`src/rtl/video_frame_capture_if.sv`:
```
// Pixel-stream and frame-buffer write bundle for video_frame_capture.
// slave  : the capture block (consumes the pixel stream, drives the write port).
// master : the environment (drives the pixel stream, observes the write port).
interface video_frame_capture_if #(
  parameter int DATA_W = 8,
  parameter int ADDR_W = 20
);
  logic              pre_img_vsync;
  logic              pre_img_hsync;
  logic              pre_img_valid;
  logic [DATA_W-1:0] pre_img_data;
  logic              wr_en;
  logic [ADDR_W-1:0] wr_addr;
  logic [DATA_W-1:0] wr_data;

  modport master (
    output pre_img_vsync, pre_img_hsync, pre_img_valid, pre_img_data,
    input  wr_en, wr_addr, wr_data
  );

  modport slave (
    input  pre_img_vsync, pre_img_hsync, pre_img_valid, pre_img_data,
    output wr_en, wr_addr, wr_data
  );
endinterface

```
`src/rtl/video_frame_capture.sv`:
```
// video_frame_capture: stream sink that rebuilds pixel coordinates, writes
// each active pixel to a linear frame buffer at row*H_DISP+col, pulses
// frame_done on completion and keeps sticky geometry error flags
// ([0] short line, [1] long line, [2] short frame).
// Optional feature: define FRAME_CAPTURE_CHECKSUM_EN to add the frame_sum
// output (32-bit wrapping sum of all pixels written in a completed frame).
module video_frame_capture #(
  parameter int H_DISP = 1280,
  parameter int V_DISP = 720,
  parameter int DATA_W = 8,
  parameter int ADDR_W = 20
) (
  input  logic                 clk,
  input  logic                 rst_n,
  input  logic                 capture_en,
  input  logic                 err_clr,
  video_frame_capture_if.slave vif,
  output logic                 frame_done,
  output logic                 busy,
  output logic [2:0]           err_flags
`ifdef FRAME_CAPTURE_CHECKSUM_EN
  ,
  output logic [31:0]          frame_sum
`endif
);

  localparam int COL_W = $clog2(H_DISP + 1);
  localparam int ROW_W = $clog2(V_DISP + 1);
  localparam logic [COL_W-1:0]  COL_MAX   = COL_W'(H_DISP);
  localparam logic [COL_W-1:0]  COL_LAST  = COL_W'(H_DISP - 1);
  localparam logic [ROW_W-1:0]  ROW_MAX   = ROW_W'(V_DISP);
  localparam logic [ROW_W-1:0]  ROW_LAST  = ROW_W'(V_DISP - 1);
  localparam logic [ADDR_W-1:0] LINE_STEP = ADDR_W'(H_DISP);

  typedef enum logic [1:0] {IDLE, WAIT_VS, CAPTURE} state_t;

  state_t            state;
  logic              vsync_r;
  logic              valid_r;
  logic [COL_W-1:0]  col;
  logic [ROW_W-1:0]  row;
  logic [ADDR_W-1:0] addr_ptr;   // address of the next pixel in the current line
  logic [ADDR_W-1:0] row_base;   // row*H_DISP, advanced by H_DISP per line
  logic              long_seen;  // long-line error already raised on this line
  logic              done_pend;  // last pixel of the frame was written last edge

  logic       vs_rise;
  logic       line_end;
  logic       capturing;
  logic       in_line;
  logic       pix_ok;
  logic       last_pix;
  logic       start_frame;
  logic [2:0] err_set;

  // hsync carries no information the coordinate rebuild needs.
  logic hsync_unused;
  assign hsync_unused = vif.pre_img_hsync;

  assign busy = (state == CAPTURE);

  // Event decode and per-cycle write/error decisions.
  always_comb begin
    vs_rise     = vif.pre_img_vsync & ~vsync_r;
    line_end    = ~vif.pre_img_valid & valid_r;
    capturing   = (state == CAPTURE) && !done_pend;
    // The vsync-rise cycle only (re)starts a frame; its pixel is not taken.
    in_line     = capturing && !vs_rise;
    pix_ok      = in_line && vif.pre_img_valid && (col < COL_MAX) && (row < ROW_MAX);
    last_pix    = pix_ok && (col == COL_LAST) && (row == ROW_LAST);
    start_frame = ((state == WAIT_VS) && capture_en && vs_rise) || (capturing && vs_rise);
    err_set     = '0;
    // col != 0 ignores a falling valid that belongs to pixels seen before capture started.
    err_set[0]  = in_line && line_end && (col != '0) && (col < COL_MAX) && (row < ROW_MAX);
    err_set[1]  = in_line && vif.pre_img_valid && (col == COL_MAX) && !long_seen && (row < ROW_MAX);
    err_set[2]  = capturing && vs_rise;
  end

  // Control FSM, coordinate tracking, write port and sticky error flags.
  always_ff @(posedge clk or negedge rst_n) begin
    if (!rst_n) begin
      state       <= IDLE;
      vsync_r     <= 1'b0;
      valid_r     <= 1'b0;
      col         <= '0;
      row         <= '0;
      addr_ptr    <= '0;
      row_base    <= '0;
      long_seen   <= 1'b0;
      done_pend   <= 1'b0;
      vif.wr_en   <= 1'b0;
      vif.wr_addr <= '0;
      vif.wr_data <= '0;
      frame_done  <= 1'b0;
      err_flags   <= '0;
    end else begin
      vsync_r    <= vif.pre_img_vsync;
      valid_r    <= vif.pre_img_valid;
      vif.wr_en  <= pix_ok;
      if (pix_ok) begin
        vif.wr_addr <= addr_ptr;
        vif.wr_data <= vif.pre_img_data;
      end
      frame_done <= 1'b0;
      done_pend  <= last_pix;
      // A new error event in the same cycle as err_clr keeps its bit set.
      err_flags  <= (err_clr ? 3'b000 : err_flags) | err_set;

      if (start_frame) begin
        col       <= '0;
        row       <= '0;
        addr_ptr  <= '0;
        row_base  <= '0;
        long_seen <= 1'b0;
      end

      case (state)
        IDLE: begin
          if (capture_en) state <= WAIT_VS;
        end
        WAIT_VS: begin
          if (!capture_en)  state <= IDLE;
          else if (vs_rise) state <= CAPTURE;
        end
        CAPTURE: begin
          if (done_pend) begin
            frame_done <= 1'b1;
            state      <= capture_en ? WAIT_VS : IDLE;
          end else if (!vs_rise) begin
            if (vif.pre_img_valid) begin
              if (col != COL_MAX) col <= col + 1'b1;
              if (pix_ok)         addr_ptr <= addr_ptr + 1'b1;
              if (err_set[1])     long_seen <= 1'b1;
            end else if (line_end && (col != '0)) begin
              col       <= '0;
              long_seen <= 1'b0;
              if (row != ROW_MAX) begin
                row      <= row + 1'b1;
                row_base <= row_base + LINE_STEP;
                addr_ptr <= row_base + LINE_STEP;
              end
            end
          end
        end
        default: state <= IDLE;
      endcase
    end
  end

`ifdef FRAME_CAPTURE_CHECKSUM_EN
  logic [31:0] sum_acc;

  // Running pixel sum of the frame in progress; published only on completion.
  always_ff @(posedge clk or negedge rst_n) begin
    if (!rst_n) begin
      sum_acc   <= '0;
      frame_sum <= '0;
    end else begin
      if (start_frame)  sum_acc <= '0;
      else if (pix_ok)  sum_acc <= sum_acc + 32'(vif.pre_img_data);
      if ((state == CAPTURE) && done_pend) frame_sum <= sum_acc;
    end
  end
`endif

endmodule

```
`src/flat_wrapper.sv`:
```
// flat-port wrapper written by rule: the top's interface ports become plain ports
module video_frame_capture_flat 
#(
  parameter int H_DISP = 1280,
  parameter int V_DISP = 720,
  parameter int DATA_W = 8,
  parameter int ADDR_W = 20
)
  (clk, rst_n, capture_en, err_clr, frame_done, busy, err_flags, vif_pre_img_vsync, vif_pre_img_hsync, vif_pre_img_valid, vif_pre_img_data, vif_wr_en, vif_wr_addr, vif_wr_data);
  video_frame_capture_if #(.DATA_W(DATA_W), .ADDR_W(ADDR_W)) vif_i ();
  input  logic clk;
  input  logic rst_n;
  input  logic capture_en;
  input  logic err_clr;
  output logic frame_done;
  output logic busy;
  output logic [2:0] err_flags;
  input wire logic [$bits(vif_i.pre_img_vsync)-1:0] vif_pre_img_vsync;
  input wire logic [$bits(vif_i.pre_img_hsync)-1:0] vif_pre_img_hsync;
  input wire logic [$bits(vif_i.pre_img_valid)-1:0] vif_pre_img_valid;
  input wire logic [$bits(vif_i.pre_img_data)-1:0] vif_pre_img_data;
  output wire logic [$bits(vif_i.wr_en)-1:0] vif_wr_en;
  output wire logic [$bits(vif_i.wr_addr)-1:0] vif_wr_addr;
  output wire logic [$bits(vif_i.wr_data)-1:0] vif_wr_data;
  assign vif_i.pre_img_vsync = vif_pre_img_vsync;
  assign vif_i.pre_img_hsync = vif_pre_img_hsync;
  assign vif_i.pre_img_valid = vif_pre_img_valid;
  assign vif_i.pre_img_data = vif_pre_img_data;
  assign vif_wr_en = vif_i.wr_en;
  assign vif_wr_addr = vif_i.wr_addr;
  assign vif_wr_data = vif_i.wr_data;
  video_frame_capture #(.H_DISP(H_DISP), .V_DISP(V_DISP), .DATA_W(DATA_W), .ADDR_W(ADDR_W)) u_core (.clk(clk), .rst_n(rst_n), .capture_en(capture_en), .err_clr(err_clr), .vif(vif_i), .frame_done(frame_done), .busy(busy), .err_flags(err_flags));
endmodule
```
`config.mk`:
```
export PLATFORM = sky130hd
export DESIGN_NAME = video_frame_capture_flat
export DESIGN_NICKNAME = d
export VERILOG_FILES = /design/src/rtl/video_frame_capture_if.sv /design/src/rtl/video_frame_capture.sv /design/src/flat_wrapper.sv
export SDC_FILE = /design/constraint.sdc
export NUM_CORES = 1
export LEC_CHECK = 0
export BUFFER_PORTS_ARGS = -buffer_cell sky130_fd_sc_hd__buf_2
export CORE_MARGIN = 2
export CORE_UTILIZATION = 50
export DETAILED_ROUTE_END_ITERATION = 16
export GPL_TIMING_DRIVEN = 0
export PLACE_DENSITY = 0.75
export SLEW_MARGIN = 20
export SYNTH_ARGS = -nofsm -noshare
export SYNTH_HDL_FRONTEND = slang
export SYNTH_SLANG_ARGS = --single-unit
```
`constraint.sdc`:
```
create_clock -name clk -period 1.9 [get_ports clk]
set_input_delay 0 -clock clk [delete_from_list [all_inputs] [get_ports clk]]
set_output_delay 0 -clock clk [all_outputs]
set_load 0.03 [all_outputs]
```
==> metrics.txt <==
# TYPE chip_impl_metric gauge
chip_impl_metric{name="postLayoutSetupSlackWorst",unit="ns"} -0.224
chip_impl_metric{name="grt_remaining_overflow",unit=""} 0
chip_impl_metric{name="timing.slew.headroom",unit="%"} 66.7
chip_impl_metric{name="setup_viol_count_final",unit=""} 42
chip_impl_info{name="synth_top_cells_by_area",value="dfrtp_1 51%, nand2_1 9.0%, a21oi_1 2.5%"} 1
chip_impl_metric{name="finish.net_count",unit=""} 661
chip_impl_metric{name="syn-mean-instance-area",unit="um2"} 9.33
chip_impl_metric{name="groute.usage.overall",unit="%"} 26.0
chip_impl_metric{name="initial_utilization",unit="%"} 51.1
chip_impl_metric{name="fp.dieW",unit="um"} 103
chip_impl_metric{name="clk_pin_slew_worst_paths",unit="ns"} 0.10
chip_impl_metric{name="place.detailed.instances",unit=""} 711
chip_impl_info{name="synth_top_area_cell",value="dfrtp_1"} 1
chip_impl_metric{name="cts-buffers-inserted",unit=""} 9
chip_impl_metric{name="post_synth_instance_area",unit="um2"} 4950
chip_impl_metric{name="grt_antenna_before_repair",unit=""} 0
chip_impl_metric{name="slew_viol_final",unit=""} 0
chip_impl_metric{name="routabilityCongestion",unit=""} 0.852
chip_impl_metric{name="tritoncts_num_sinks",unit=""} 100
chip_impl_metric{name="first_pass_grt_wire_length",unit="um"} 21500
chip_impl_metric{name="ff2ff_path_depth",unit=""} 10
chip_impl_metric{name="async_flop_share",unit="%"} 100
chip_impl_metric{name="critPathBufInv",unit=""} 4
chip_impl_metric{name="worst-slew-pin-transition",unit="ns"} 0.497
chip_impl_metric{name="fp.coreArea",unit="um2"} 9680
chip_impl_metric{name="synth.yosys.seq_area_share",unit="%"} 50.6
chip_impl_metric{name="final_layout_size_suffix_gt1_share",unit="%"} 34.4
chip_impl_metric{name="ff_latch_area",unit="um2"} 2500
chip_impl_info{name="critical_path.top_delay_family",value="simple AND/OR/NAND/NOR gates"} 1
chip_impl_info{name="worstSetupPathType",value="reg -> reg"} 1
chip_impl_info{name="synth_commonest_cells",value="119 x nand2_1, 100 x dfrtp_1, 28 x nor2_1"} 1
chip_impl_info{name="root_buffer",value="clkbuf_8"} 1
chip_impl_metric{name="insertedDiodeCount",unit=""} 0
chip_impl_metric{name="period_minus_slack",unit="ns"} 2.12
chip_impl_info{name="yosys.cell_count.top_type",value="nand2_1"} 1
chip_impl_metric{name="drc",unit=""} 0
chip_impl_info{name="cp_slowest_cell",value="dfrtp_1"} 1
chip_impl_metric{name="crit_required",unit="ns"} 2.16
chip_impl_metric{name="design.portCount",unit=""} 49
chip_impl_metric{name="std_cell_rows",unit=""} 36
chip_impl_metric{name="powerDensity",unit="nW/um2"} 1060
chip_impl_info{name="synth_flop_cell",value="dfrtp_1"} 1
chip_impl_info{name="start_kind",value="register"} 1
chip_impl_metric{name="whs",unit="ns"} 0.0399
chip_impl_metric{name="clk_path_buf_depth",unit=""} 2
chip_impl_metric{name="synth_fp_nets",unit=""} 551
chip_impl_metric{name="maxClockFrequency",unit="MHz"} 471
chip_impl_metric{name="ys_ff_latch",unit=""} 100
chip_impl_metric{name="fin_crit_share",unit="%"} 112
chip_impl_metric{name="vias_in_the_first_global_route",unit=""} 4379
chip_impl_metric{name="drt_pass1_iterations",unit=""} 6
chip_impl_metric{name="final_std_cells_w_o_fill",unit=""} 778
chip_impl_info{name="unrepaired_setup_endpoints_after_global_routing",value="yes"} 1
chip_impl_metric{name="port_buffers",unit=""} 47
chip_impl_metric{name="vias",unit=""} 4830
chip_impl_metric{name="arrival",unit="ns"} 2.38
chip_impl_metric{name="clk-insertion-delay-late",unit="ns"} 0.38
chip_impl_metric{name="die_h",unit="um"} 103
chip_impl_info{name="tritoncts",value="built"} 1
chip_impl_metric{name="p_leak",unit="nW"} 3.15
chip_impl_metric{name="timing_hold_violations_final",unit=""} 0
chip_impl_metric{name="route.final.wire_length",unit="um"} 15300
chip_impl_info{name="critical_path.endpoint_type",value="register"} 1
chip_impl_metric{name="grt_max_degree",unit=""} 78
chip_impl_metric{name="crit_path_max_fanout",unit=""} 5
chip_impl_metric{name="worst-r2r-setup-slack",unit="ns"} -0.22
chip_impl_metric{name="worst_path_largest_cell_delay",unit="ns"} 0.39
chip_impl_metric{name="netlist_instances",unit=""} 530
chip_impl_metric{name="post-dp-hpwl",unit="um"} 8310
chip_impl_metric{name="peakVddDrop",unit="mV"} 0.916
chip_impl_metric{name="area_of_the_die",unit="um2"} 10700
chip_impl_metric{name="mean_routed_wirelength_per_cell",unit="um"} 19.7
chip_impl_metric{name="skew",unit="ns"} 0.0165
chip_impl_info{name="status",value="finished, violations left"} 1
chip_impl_metric{name="area_of_combinational_cells_with_multiple_inputs",unit="um2"} 2840
chip_impl_metric{name="maxCapViolCount",unit=""} 0
chip_impl_metric{name="final_antenna_net_count",unit=""} 0
chip_impl_metric{name="final.fill_count",unit=""} 669
chip_impl_info{name="holdCritPathClass",value="in -> async"} 1
chip_impl_info{name="violations_in_the_final_reports",value="setup timing"} 1
chip_impl_metric{name="area_growth",unit="%"} 37.9
chip_impl_metric{name="detail_route.iter0.violations",unit=""} 433
chip_impl_metric{name="finalCoreUtilization",unit="%"} 70.5
chip_impl_metric{name="htree_levels",unit=""} 3
chip_impl_metric{name="edff_count_synth",unit=""} 0
chip_impl_metric{name="synth_warnings",unit=""} 0
chip_impl_info{name="worstReg2RegEnd",value="u_core.row[2]"} 1
chip_impl_metric{name="detail_route.vias_per_cell",unit=""} 6.21
chip_impl_info{name="timing.critical_path.mode_cell",value="buf_6"} 1
chip_impl_metric{name="synthDistinctLibCells",unit=""} 63
chip_impl_info{name="critical_path.reg2reg.startpoint",value="u_core.row[0]"} 1
chip_impl_metric{name="post-synth-top-area-fraction",unit="%"} 50.6
chip_impl_info{name="critical_path.cell_chain",value="inv_1, ha_2, nor4bb_4, and4bb_2, buf_6, nor3_4, buf_6, nor2_4, buf_8, a221o_1"} 1
stage by stage:
step / total power, mW / worst slack [ns] / setup TNS, ns / cell area [um2]
finish: 7.25 / -0.224 / -5.77 / 6820
detailed placement: 5.01 / -0.431 / -23.12 / 5410
global route: 7.60 / -0.310 / -8.86 / 6820
floorplan: 4.37 / -0.0826 / -1.17 / 4980
global placement: 4.92 / -0.400 / -42.11 / 5380
CTS: 6.72 / -0.124 / -2.51 / 6300
layout by cell type, fill, tap and decap left out, drive strengths merged, types with 10 or more instances in the layout:
cell,netlist,routed
and2,10,10
dlygate4sd3,0,13
nor2,28,29
o22ai,11,11
dfrtp,100,100
o21ai,16,16
a21oi,25,25
nand2,120,120
nand3,19,19
nand4,15,15
clkbuf,17,23
and3,10,10
nor3,13,13
buf,12,99
inv,14,17
state kept, by name, summed over array words and instances (netlist names):
register            cells
u_core.long_seen        1
u_core.state            2
u_core.row             10
u_core.row_base        20
u_core.vif.wr_en        1
u_core.vsync_r          1
u_core.addr_ptr        20
u_core.done_pend        1
u_core.frame_done       1
u_core.col             11
u_core.valid_r          1
u_core.vif.wr_data      8
u_core.vif.wr_addr     20
u_core.err_flags        3
cell families (layout without fill, tap and decap cells):
family	after synthesis	count (layout)	share of synthesized area [%]
fa+ha+maj	6	6	1.52
simple gates	250	251	25.1
compound gates	111	111	15.4
xor+xnor	18	18	3.19
mux	2	2	0.430
flops	100	100	50.6
buf+inv	43	157	3.77
worst max-delay path by stage:
stage | cells past startpoint | end | startpoint | slack (ns)
after floorplan | 9 | u_core.addr_ptr[10] | u_core.col[0] | -0.08
after global placement | 8 | u_core.addr_ptr[0] | u_core.row[4] | -0.40
after detailed placement | 8 | u_core.addr_ptr[0] | u_core.row[4] | -0.43
after CTS | 10 | u_core.row[2] | u_core.col[0] | -0.12
after global routing | 10 | u_core.row[3] | u_core.row[0] | -0.31
final | 10 | u_core.row[2] | u_core.row[0] | -0.22
what timing repair did:
action | CTS | global route
setup endpoints to repair | 88 | 75
hold buffers | 13 | 0
resized for setup | 84 | 77
pin swaps | 18 | 23
buffers inserted | 23 | 12
endpoints found under the hold margin | 116 | 0
cloned | 3 | 4
where the power goes:
part | total, mW | switching [mW] | internal [mW]
clock network | 1.35 | 0.841 | 0.506
registers | 3.02 | 0.445 | 2.58
logic | 2.88 | 1.68 | 1.20
total | 7.25 | 2.96 | 4.28
area by class of cell:
cell class	count	share of cell area, %
buffer	25	3.56
clock buffer	9	1.82
clock inverter	7	0.972
inverter	14	0.807
multi-input combinational	388	41.5
sequential	100	36.7
tap	133	2.44
timing repair buffer	102	12.2
metal layers:
layer	vias up	track usage, %	wire (um)
met5	-	0	0
met4	0	8.81	479
met3	51	4.10	959
met2	262	43.1	7790
met1	2392	35.0	6090
li1	2125	-	-
Power figures use the tool's default switching activity.
